==> config.mk <==
export PLATFORM = sky130hd
export DESIGN_NAME = dmem_wbuf
export DESIGN_NICKNAME = d
export VERILOG_FILES = /design/src/rtl/dmem_wbuf.sv
export SDC_FILE = /design/constraint.sdc
export NUM_CORES = 1
export LEC_CHECK = 0
export CAP_MARGIN = 25
export CORE_UTILIZATION = 52
export DETAILED_ROUTE_END_ITERATION = 6
export PLACE_DENSITY = 0.77
export SETUP_SLACK_MARGIN = 0.3
export SLEW_MARGIN = 20
export SYNTH_ARGS = -nofsm -noshare
export SYNTH_HDL_FRONTEND = slang
export SYNTH_SLANG_ARGS = --single-unit
==> constraint.sdc <==
create_clock -name clk -period 3.77 [get_ports clk]
set_input_delay 0.754 -clock clk [delete_from_list [all_inputs] [get_ports clk]]
set_output_delay 0.754 -clock clk [all_outputs]
set_load 0.05 [all_outputs]
==> src/rtl/dmem_wbuf.sv <==
// Data-memory write buffer: a DEPTH-entry store FIFO that drains into backing
// memory and forwards buffered data to loads. Define DMEM_WBUF_COALESCE_EN to merge stores into pending non-head entries.
module dmem_wbuf #(
  parameter int DEPTH = 4
) (
  input  logic        clk,
  input  logic        reset,
  input  logic        memwrite,
  input  logic        memread,
  input  logic [31:0] aluout,
  input  logic [31:0] writedata,
  output logic [31:0] readdata,
  output logic        stall,
  output logic        empty,
  output logic        mem_wvalid,
  input  logic        mem_wready,
  output logic [31:0] mem_waddr,
  output logic [31:0] mem_wdata,
  output logic [31:0] mem_raddr,
  input  logic [31:0] mem_rdata
);

  localparam int PTR_W = $clog2(DEPTH);
  localparam int CNT_W = $clog2(DEPTH + 1);

  logic [29:0]      addr_q [DEPTH];
  logic [31:0]      data_q [DEPTH];
  logic [PTR_W-1:0] rd_ptr, wr_ptr;
  logic [CNT_W-1:0] count;

  logic             full, enq, deq;
  logic             coalesce_hit;
  logic [PTR_W-1:0] coalesce_idx;
  logic [29:0]      word;
  logic             unused_lsbs;

  assign word        = aluout[31:2];
  assign unused_lsbs = ^aluout[1:0];

  assign full       = (count == CNT_W'(DEPTH));
  assign empty      = (count == '0);
  assign mem_wvalid = ~empty;
  assign deq        = mem_wvalid & mem_wready;
  // A dequeue in the same cycle frees a slot only after the edge, so stall ignores it.
  assign stall      = memwrite & full & ~coalesce_hit;
  assign enq        = memwrite & ~full & ~coalesce_hit;

  assign mem_waddr = {addr_q[rd_ptr], 2'b00};
  assign mem_wdata = data_q[rd_ptr];
  assign mem_raddr = {word, 2'b00};

  // Walk oldest to youngest so the youngest matching entry wins; the head is
  // included even while it is being handed to memory this cycle.
  always_comb begin
    // NOTE: every always_comb output gets a default first so no latch is inferred.
    readdata = mem_rdata;
    for (int i = 0; i < DEPTH; i++) begin
      if ((CNT_W'(i) < count) && (addr_q[rd_ptr + PTR_W'(i)] == word))
        readdata = data_q[rd_ptr + PTR_W'(i)];
    end
  end

`ifdef DMEM_WBUF_COALESCE_EN
  // The head may already be on the memory bus, so the search starts one past it.
  always_comb begin
    coalesce_hit = 1'b0;
    coalesce_idx = '0;
    for (int i = 1; i < DEPTH; i++) begin
      if (memwrite && (CNT_W'(i) < count) && (addr_q[rd_ptr + PTR_W'(i)] == word)) begin
        coalesce_hit = 1'b1;
        coalesce_idx = rd_ptr + PTR_W'(i);
      end
    end
  end
`else
  assign coalesce_hit = 1'b0;
  assign coalesce_idx = '0;
`endif

  always_ff @(posedge clk or negedge reset) begin
    if (!reset) begin
      rd_ptr <= '0;
      wr_ptr <= '0;
      count  <= '0;
      // NOTE: the entry array is reset on purpose so the bus reads zero after reset;
      // most storage arrays should be left unreset.
      for (int i = 0; i < DEPTH; i++) begin
        addr_q[i] <= '0;
        data_q[i] <= '0;
      end
    end else begin
      // NOTE: sequential state uses non-blocking assignments only.
      if (enq) begin
        addr_q[wr_ptr] <= word;
        data_q[wr_ptr] <= writedata;
        wr_ptr         <= wr_ptr + 1'b1;
      end else if (coalesce_hit) begin
        data_q[coalesce_idx] <= writedata;
      end

      if (deq) rd_ptr <= rd_ptr + 1'b1;

      case ({enq, deq})
        2'b10:   count <= count + 1'b1;
        2'b01:   count <= count - 1'b1;
        default: count <= count;
      endcase
    end
  end

  // The core never issues a load and a store in the same cycle.
  a_no_load_store: assert property (@(posedge clk) disable iff (!reset) !(memread && memwrite));

endmodule

==> reports/qor.yml <==
slew_headroom: 0.491
post-dp-hpwl_um: 45600
initial_core_util: 0.526
grt_max_degree: 85
grt_pass1_wl_um: 103000
hold_class: "input pin to async pin"
endpoint_kind: "output port"
hold_viol: 0
peakVddDrop_mv: 1.23
cp_data_arrival_time_ps: 4190
rows: 69
async_reset_ff_frac: 1.00
synth_seq_cells: 255
required_ps: 3020
core-area_um2: 35500
ys_seq_area_frac: 0.342
yosys.area.top_type: "dfrtp_1"
p_per_area_nw_per_um2: 1080
rsz0062_at_grt: "true"
power.static_leakage_nw: 11.5
io_buffers: 224
root_buffer: "clkbuf_16"
vias_per_cell: 6.50
cts_made_buffers: 30
die_w_um: 192
grt_overflow_total: 0
worst_path_max_delay_cell: "dfrtp_4"
cp-startpoint: "rd_ptr[1]"
r2r_end: "data_q[5]"
syn_to_final_growth_pct: 47.8
die-area_um2: 36700
synth.most_common_cell: "mux2_2"
dpl_cell_area_um2: 24800
hold_slack_ps: 112
grt_pass1_vias: 17900
period_needed_ps: 4950
fin_area_um2: 27600
drcViolationCount: 0
worstMarginPinSlew_ps: 763
grt_use_total: 0.366
insertion_delay_ps: 600
wl_per_cell_um: 25.7
synth_ff_type: "dfrtp_1"
max_stage_delay_ps: 490
cts_sinks: 255
rrSetupSlack_ps: 1380
cts_tree: "built"
cts.path.max_buffers: 3
synth_edf_count: 0
criticalPathCategory: "flop to output port"
postCtsHoldBufs: 0
synth_common_cells: "257 x mux2_2, 255 x dfrtp_1, 235 x mux2i_1"
gp_congestion: 1.01
place_inst: 2703
path_delay_family: "buffers and inverters"
slew_viol_final: 0
fmax_ghz: 0.202
synth_area_um2: 18700
drt_wl_total_um: 71900
max_cap_violations: 0
r2r-start: "count[1]"
htreeDepth: 1
antenna_left: 0
clkTransAtPathRegs_ps: 60
avgSynthCellArea_um2: 9.95
fin_skew_ps: 42.9
setup_viol: 32
violations: "negative setup slack"
path_max_fanout: 22
final_cells: 2800
crit_end: "readdata[0]"
syn_inst: 1877
yosysUniqueCellTypes: 69
die_h_um: 192
fin_ws_ps: -1180
yosys_warnings: 0
status: "complete, but fails checks"
layout-drive-gt1-share: 0.438
antenna_found_initial: 3
worst_r2r_path_depth: 7
io_pins: 232
fin_tns_setup_ps: -35340
first_pass_iters: 7
crit_path_start_kind: "flop"
path_depth: 16
nFillCells: 2090
drt_iter0_drc: 1864
cp_num_buf_inv: 8
synth_area_leaders: "dfrtp_1 34%, mux2_2 15%, mux2i_1 13%, a21oi_1 3.1%, xor2_1 2.4%"
cp_cell_sequence: "buf_12 > bufbuf_16 > mux2i_2 > buf_4 > buf_4 > a221oi_2 > a21oi_2 > nor4_2 > o211ai_1 > clkbuf_16 > or2_4 > buf_12 > a31oi_1 > buf_4 > a21oi_4 > buf_12"
fin_crit_sh: 1.31
layout.nets: 2426
num_vias: 18200
synth_top_area_share: 0.342
cells in the final DEF (no fill, tap or decap), types with 48 or more instances in the layout:
cell type and n:
nor2_1 48, buf_12 100, mux2i_1 164, dfrtp_1 253
o21ai_0 86, mux2_2 257, xor2_1 48, nor3_1 74
nand2_1 94, buf_4 334, clkdlybuf4s50_1 129
cell families (layout without fill, tap and decap cells):
logic type                 count (synthesis)  count (layout)  synth area share
adders and majority gates                  8               8           0.00536
xor gates and xnor gates                  97              97            0.0455
muxes                                    514             514             0.306
buffers and inverters                    253             710            0.0693
AOI/OAI and AO/OA                        379             379             0.132
and+or+nand+nor                          370             370            0.0995
other                                      1               6          0.000201
DFF                                      255             255             0.342
how the worst min path moves through the flow:
stage,start,end,slack [ps],depth (start not counted)
after floorplan,reset,addr_q[0],460,0
after global placement,addr_q[43],addr_q[43],480,2
after detailed placement,addr_q[66],addr_q[66],490,2
after CTS,reset,data_q[122],150,1
after global routing,reset,data_q[59],180,1
final,reset,data_q[124],110,1
stage by stage:
stage / setup slack [ps] / utilization / power [mW]
floorplan: -305 / - / 17.0
global placement: -877 / 0.699 / 24.3
detailed placement: -831 / 0.699 / 24.8
CTS: -1040 / 0.751 / 28.5
global route: -1260 / 0.778 / 31.1
finish: -1180 / 0.778 / 29.9
metal layers:
layer,vias up,GRT usage,wire length [µm]
met1,9021,0.481,28000
li1,7795,-,-
met4,4,0.141,3490
met3,284,0.0677,6960
met2,1092,0.598,33500
met5,-,0,20
where the power goes:
group	internal, mW	switching [mW]
logic	10.0	11.7
clock network	1.57	1.20
registers	4.15	1.25
total	15.8	14.1
flip-flops by register name, indices dropped and copies added (netlist names):
signal	count
data_q	128
count	3
rd_ptr	2
wr_ptr	2
addr_q	120
repair_timing:
action	in CTS	in global routing
buffers inserted	10	16
pin swaps	9	21
resized for setup	129	121
gates cloned	8	9
setup endpoints to repair	64	52
final cells by class:
class	instances	area, µm²	area share
antenna	2	5.00	0.000181
clock buffer	45	867	0.0314
clock inverter	7	50.0	0.00181
inverter	48	193	0.00698
multi-input combinational	1372	12900	0.466
sequential	255	6390	0.231
tap	461	577	0.0209
timing repair buffer	610	6660	0.241
Power figures use the tool's default switching activity.
